===== src/rtl/id_operand_fetch.sv =====
// Decode-stage operand fetch: register file with same-cycle writeback bypass,
// per-register pending-write scoreboard and a one-entry output register toward execute.
module id_operand_fetch (
  input  logic        clk,
  input  logic        reset,
  input  logic        in_valid,
  output logic        in_ready,
  input  logic [4:0]  in_rs,
  input  logic [4:0]  in_rt,
  input  logic [4:0]  in_rd,
  input  logic        in_reg_write,
  output logic        out_valid,
  input  logic        out_ready,
  output logic [31:0] out_rs_data,
  output logic [31:0] out_rt_data,
  output logic [4:0]  out_rd,
  output logic        out_reg_write,
  input  logic        wb_reg_write,
  input  logic [4:0]  wb_rd,
  input  logic [31:0] wb_data
);

  logic [31:0] rf_q  [32];
  logic [31:0] rf_d  [32];
  logic [1:0]  cnt_q [32];
  logic [1:0]  cnt_d [32];

  logic        out_valid_q, out_valid_d;
  logic [31:0] out_rs_q, out_rs_d;
  logic [31:0] out_rt_q, out_rt_d;
  logic [4:0]  out_rd_q, out_rd_d;
  logic        out_rw_q, out_rw_d;

  logic        wb_en;
  logic        rs_busy, rt_busy, rd_full, out_block;
  logic        accept;
  logic [31:0] rs_val, rt_val;

  // Hazard detection and operand selection.
  always_comb begin
    wb_en  = wb_reg_write && (wb_rd != 5'd0);
    rs_val = (in_rs == 5'd0) ? 32'd0 : ((wb_en && wb_rd == in_rs) ? wb_data : rf_q[in_rs]);
    rt_val = (in_rt == 5'd0) ? 32'd0 : ((wb_en && wb_rd == in_rt) ? wb_data : rf_q[in_rt]);
    // The last pending write landing this cycle is served by the bypass, not a stall.
    rs_busy = (cnt_q[in_rs] != 2'd0) && !(wb_en && wb_rd == in_rs && cnt_q[in_rs] == 2'd1);
    rt_busy = (cnt_q[in_rt] != 2'd0) && !(wb_en && wb_rd == in_rt && cnt_q[in_rt] == 2'd1);
    rd_full = in_reg_write && (in_rd != 5'd0) && (cnt_q[in_rd] == 2'd3)
              && !(wb_en && wb_rd == in_rd);
    out_block = out_valid_q && !out_ready;
    in_ready  = !(rs_busy || rt_busy || rd_full || out_block);
    accept    = in_valid && in_ready && !reset;
  end

  // NOTE: every variable gets a default before any conditional update so no latch is inferred.
  always_comb begin
    rf_d        = rf_q;
    cnt_d       = cnt_q;
    out_valid_d = out_valid_q;
    out_rs_d    = out_rs_q;
    out_rt_d    = out_rt_q;
    out_rd_d    = out_rd_q;
    out_rw_d    = out_rw_q;

    if (wb_en) rf_d[wb_rd] = wb_data;

    cnt_d[0] = 2'd0;
    for (int r = 1; r < 32; r++) begin
      if (accept && in_reg_write && in_rd == 5'(r) && !(wb_en && wb_rd == 5'(r)))
        cnt_d[r] = cnt_q[r] + 2'd1;
      else if (wb_en && wb_rd == 5'(r) && !(accept && in_reg_write && in_rd == 5'(r))
               && cnt_q[r] != 2'd0)
        cnt_d[r] = cnt_q[r] - 2'd1;
    end

    if (accept) begin
      out_valid_d = 1'b1;
      out_rs_d    = rs_val;
      out_rt_d    = rt_val;
      out_rd_d    = in_rd;
      out_rw_d    = in_reg_write && (in_rd != 5'd0);
    end else if (out_ready) begin
      out_valid_d = 1'b0;
    end
  end

  // NOTE: state is updated with non-blocking assignments so all flops sample the same cycle's values.
  always_ff @(posedge clk) begin
    if (reset) begin
      // NOTE: the register file itself is reset here, which costs a reset mux per bit but guarantees zero reads.
      for (int r = 0; r < 32; r++) begin
        rf_q[r]  <= '0;
        cnt_q[r] <= '0;
      end
      out_valid_q <= 1'b0;
      out_rs_q    <= '0;
      out_rt_q    <= '0;
      out_rd_q    <= '0;
      out_rw_q    <= 1'b0;
    end else begin
      rf_q        <= rf_d;
      cnt_q       <= cnt_d;
      out_valid_q <= out_valid_d;
      out_rs_q    <= out_rs_d;
      out_rt_q    <= out_rt_d;
      out_rd_q    <= out_rd_d;
      out_rw_q    <= out_rw_d;
    end
  end

  assign out_valid     = out_valid_q;
  assign out_rs_data   = out_rs_q;
  assign out_rt_data   = out_rt_q;
  assign out_rd        = out_rd_q;
  assign out_reg_write = out_rw_q;

endmodule

===== config.mk =====
export PLATFORM = sky130hd
export DESIGN_NAME = id_operand_fetch
export DESIGN_NICKNAME = d
export VERILOG_FILES = /design/src/rtl/id_operand_fetch.sv
export SDC_FILE = /design/constraint.sdc
export NUM_CORES = 2
export LEC_CHECK = 0
export BUFFER_PORTS_ARGS = -buffer_cell sky130_fd_sc_hd__buf_4
export CAP_MARGIN = 10
export CORE_UTILIZATION = 40
export DETAILED_ROUTE_END_ITERATION = 12
export GPL_TIMING_DRIVEN = 1
export SKIP_LAST_GASP = 1
export SYNTH_ARGS = -nofsm -noshare
export SYNTH_HDL_FRONTEND = slang
export SYNTH_SLANG_ARGS = --single-unit

===== constraint.sdc =====
create_clock -name clk -period 13.34 [get_ports clk]
set_input_delay 4.002 -clock clk [delete_from_list [all_inputs] [get_ports clk]]
set_output_delay 4.002 -clock clk [all_outputs]
set_load 0.03 [all_outputs]

# == Word level (Yosys, flattened, before mapping) ==
# Index checks and enable logic that the tools add are counted.
# Widths: inputs -> output; s select.
# word_totals
register_bits,1159
latch_bits,0
ram_bits,0
mem_bits_ro,0
output_inout_bits,72
word_cells,605
memories,0
# op_classes
addsub,62
multipliers,0
n_div,0
magnitude_cmp,5
eq_ne,68
shifts,0
mux,86
bitwise_logic,4
n_reduce_logical,311
# op_table
op,count
$bwmux 1024,1
$bmux 32 s5,2
$mux 32,9
$logic_and 1x1->1,171
$demux 32 s5,1
$eq 5x5->1 const B,32
$mux 2,68
$reduce_bool 2->1,65
$eq 5x4->1 const B,16
$logic_not 1->1,68
$add 2x1->2 const B,31
$sub 2x1->2 const B,31
$eq 5x3->1 const B,8
$bmux 2 s5,3
$ge 6x6->1 const B,4
$not 5->6,4
$eq 5x2->1 const B,4
$eq 5x5->1,3
$eq 5x1->1 const B,2
$logic_not 5->1,2
$reduce_bool 5->1,2
$lt 6x1->1 const B,1
$eq 2x1->1 const B,2
$logic_or 1x1->1,3
other kinds (2),3

# == Longest topological paths before layout ==
# depth
depth_word,21
mapped_depth,13

# == Worst setup path after synthesis ==
# OpenSTA, ideal clock, no wires.
# synth_path
kind,input -> output
start,input in_rs[1]
end,output in_ready
t_arrival_ns,5.843
setup_slack_ns,3.495
cell_stages,10
path_buffers,4
path_cell_list,buf_6 > buf_8 > mux2_4 > a221oi_2 > nor4_1 > a221oi_2 > nand4_2 > buf_6 > nor3_4 > buf_4
# synth_between
elab_chain_cells,12
word_cells_on_any_way,15
cone_classes,eq/ne: 2; mux: 3; bitwise: 1; reduce/logical: 9
# synth_lines
element,line_no,text
start: declaration,8,"input logic [4:0] in_rs,"
$not 5->6 (implied by the code),45,rs_busy = (cnt_q[in_rs] != 2'd0) && !(wb_en && wb_rd == in_rs && cnt_q[in_rs] == 2'd1);
$bmux 2 s5,45,
$mux 2 (implied by the code) (2 in series),45,
$eq 2x1->1,45,
$logic_and 1x1->1,45,
$logic_not 1->1,45,
$logic_and 1x1->1 (*),45,
$logic_or 1x1->1 (*) (3 in series),50,in_ready = !(rs_busy || rt_busy || rd_full || out_block);
$logic_not 1->1 (*),50,
end: declaration,7,"output logic in_ready,"
# Mark *: on every way between the ends. The rest lies on a longest branch, timed or not. The select of a mux whose other input is x is not followed.

# == Final worst setup path ==
# layout_path
start,input in_rs[0]
end,output in_ready
# Same word-level chain as after synthesis.

==> impl_metrics.tcl <==
set metrics [dict create \
    cts-hold-fix-buffers 0 \
    dr_total_vias 55700 \
    ir_worst_vdd_v 0.000107 \
    portBuffers 129 \
    drtAntennaViolNets 0 \
    crit_type "input port to primary output" \
    outcome "completed" \
    grt_overflow_total 0 \
    hp-start "rf_q[290]" \
    synth.distinct_cells 77 \
    post_cts_buffers 0 \
    r2r_cells 11 \
    yosysTopAreaCellShare_pct 38.0 \
    min_path_type "flop to flop" \
    power_report.internal_total_mw 5.79 \
    syn-num-nets 7055 \
    layout.nets 6676 \
    rsz0062_at_grt "no" \
    root_buffer "clkbuf_16" \
    crit_slowest_cell "buf_12" \
    grt_pass1_vias 52500 \
    syn_area_um2 60900 \
    gp_congestion 0.915 \
    start_util_pct 40.5 \
    fillers 14500 \
    slowest_delay_ps 710 \
    drt_wl_total_um 254000 \
    vias_per_cell 6.38 \
    drtIter0Drc 7917 \
    synth-edff-count 0 \
    fp.dieArea_um2 154000 \
    startpoint_type "input port" \
    cts_max_path_buffers 3 \
    synth_xor_area_share_pct 0.374 \
    setup_violations 0 \
    detail_route.first_pass.iterations 6 \
    seq_area_frac_synth_pct 38.0 \
    synth_area_leaders "dfxtp_1, mux4_2, nand2_1, a21oi_1, mux2i_1" \
    leakagePower_nw 22.0 \
    dieWidth_um 392 \
    dp_hpwl_um 135000 \
    crit_path_frequent_cell "nand2_1" \
    p_per_area_nw_per_um2 117 \
    reg2reg_slack_ps 8510 \
    syn_avg_cell_area_um2 8.70 \
    grt_pass1_wl_um 364000 \
    cp-end-kind "primary output" \
    synth.area.mux_share_pct 22.8 \
    instances_no_fill 8732 \
    cp-endpoint "in_ready" \
    synthAdderAreaFrac_pct 0 \
    yosysTopAreaCell "dfxtp_1" \
    synth_top_family_by_area "multiplexers" \
    final.min_clock_period_ps 11560 \
    pwr-share-comb_pct 8.8 \
    grt_max_degree 219 \
    synthCells 6997 \
    cap_violations 0 \
    startpoint "in_rs[0]" \
    p_seq_share_pct 44.6 \
    numCtsBuffers 120 \
    num_rows 142 \
    ys.flop_type "dfxtp_1" \
    placed_cells 8512 \
    fin_setup_tns_ps 0 \
    seq_area_um2 23200 \
    ioPinCount 130 \
    synth_compound_area_share_pct 14.6 \
    clk-insertion-delay-late_ps 800 \
    wl_per_cell_um 29.1 \
    whs_path_depth 2 \
    synth_simple_gate_area_share_pct 19.1 \
    skew_ps 35.2 \
    cp_max_fo 113 \
    ctsResizeCount 0 \
    cp.arrival_ps 7560 \
    max_slew_margin_pct 16.6 \
    fmax_mhz 86.5 \
    syn_to_final_growth_pct 9.93 \
    period_share_pct 86.6 \
    crit_required_ps 9340 \
    critical_path.cell_chain "buf_8 > buf_12 > mux4_1 > nand2_1 > nand2_1 > a221oi_2 > nand4_2 > nor3_4 > buf_4" \
    r2r_end "out_rs_data[18]" \
    cts_max_level 3 \
    tritoncts "done" \
    antenna_found_initial 6 \
    ys_ff_latch 1157 \
    cts.sinks 1157 \
    p_sw_share_pct 26.3 \
    core-area_um2 150000 \
    pwr-share-clk_pct 46.5 \
    fp.dieH_um 392 \
    clkTransAtPathRegs_ps 60 \
    p_sw_mw 2.06 \
    synthArstFlopShare_pct 0 \
    hold_viol_final 0 \
    multi_input_area_um2 35100 \
    yosys_warnings 0 \
    reg2reg_from "cnt_q[23]" \
    drc 0 \
    drv_slew 0 \
    grtUsageTotal_pct 32.2 \
    drive_gt1_share_pct 15.5 \
    tightestPinTransition_ps 1240 \
]
==> synth_stat cells (all sizes together) (14+ instances only) <==
cell and count:
a211oi 22, a31oi 17, nand2 2130, mux4 478
nand3 214, nor2b 56, nor4 44, mux2i 300
inv 15, nand2b 44, o2111ai 37, a22oi 197
clkbuf 571, o2bb2ai 32, xnor2 15, nor3 36
a221oi 14, o21ai 50, or3 38, nor2 105
dfxtp 1157, buf 169, nor4b 14, a21oi 1083
==> power by group through the flow <==
stage,clock network (mW),logic (mW),registers [mW]
floorplan,0,0.453,3.58
global placement,0,0.667,3.58
detailed placement,0,0.671,3.58
CTS,3.67,0.673,3.50
global route,3.81,0.714,3.50
finish,3.65,0.692,3.50
==> worst max-delay path, delay by kind of cell <==
family	cells	cell delay, ps
buffers and inverters	3	1490
and+or+nand+nor	4	1020
muxes	1	410
AOI/OAI and AO/OA	1	270
==> per-stage QoR <==
stage	cell area, µm²	total power [mW]	utilization (%)	hold WS [ps]	worst slack, ps
after floorplan	60900	4.03	-	443	3500
after global placement	62700	4.25	41.7	447	1830
after detailed placement	62700	4.25	41.7	451	1790
after CTS	66900	7.85	44.5	466	1780
after global routing	66900	8.03	44.5	482	1600
final	66900	7.85	44.5	466	1780
==> registers in the layout (all words and copies together) (netlist names) <==
register       flops
rf_q            1024
cnt_q             62
out_rs_data       32
out_rt_data       32
out_rd             5
out_reg_write      1
out_valid          1
==> cell usage in the layout, fill, tap and decap left out, drive strengths merged, types with 13 or more instances in the layout <==
| cell type | n |
|---|---|
| buf | 238 |
| or3 | 38 |
| o2111ai | 37 |
| nor4b | 14 |
| or2 | 13 |
| a22oi | 197 |
| o21ai | 50 |
| a211oi | 22 |
| nand3 | 214 |
| a31oi | 17 |
| bufinv | 16 |
| nor2 | 105 |
| mux2i | 300 |
| nand2b | 44 |
| clkbuf | 168 |
| a21oi | 1083 |
| xnor2 | 15 |
| inv | 19 |
| dfxtp | 1157 |
| nor3 | 36 |
| a221oi | 14 |
| clkinv | 28 |
| o2bb2ai | 32 |
| nor2b | 56 |
| nand2 | 2130 |
| mux4 | 478 |
| nor4 | 44 |
==> metal layers <==
metal,GRT usage [%],vias to the layer above,routed length [µm]
li1,-,24000,-
met1,41.2,27200,95500
met2,48.9,3661,112000
met3,8.56,863,30300
met4,18.7,6,16600
met5,0,-,44
==> logic make-up after synthesis <==
| kind of cell | Yosys count |
|---|---|
| DFF | 1157 |
| muxes | 786 |
| xor gates and xnor gates | 26 |
| AOI/OAI and AO/OA | 1524 |
| buffers and inverters | 755 |
| and+or+nand+nor | 2749 |
==> cell type report <==
type / instances / share of cell area, %
Antenna cell: 2 / 0.00748
Multi-Input combinational cell: 5085 / 52.4
Inverter: 15 / 0.0841
Clock buffer: 167 / 5.14
Clock inverter: 51 / 1.15
Sequential cell: 1157 / 34.6
Tap cell: 2016 / 3.77
Timing Repair Buffer: 239 / 2.85
==> how the worst min path moves through the flow <==
stage	end	slack [ps]
after floorplan	rf_q[288]	440
after global placement	out_rt_data[0]	450
after detailed placement	out_rt_data[4]	450
after CTS	rf_q[50]	470
after global routing	rf_q[594]	480
final	rf_q[290]	470
Power figures use the tool's default switching activity.
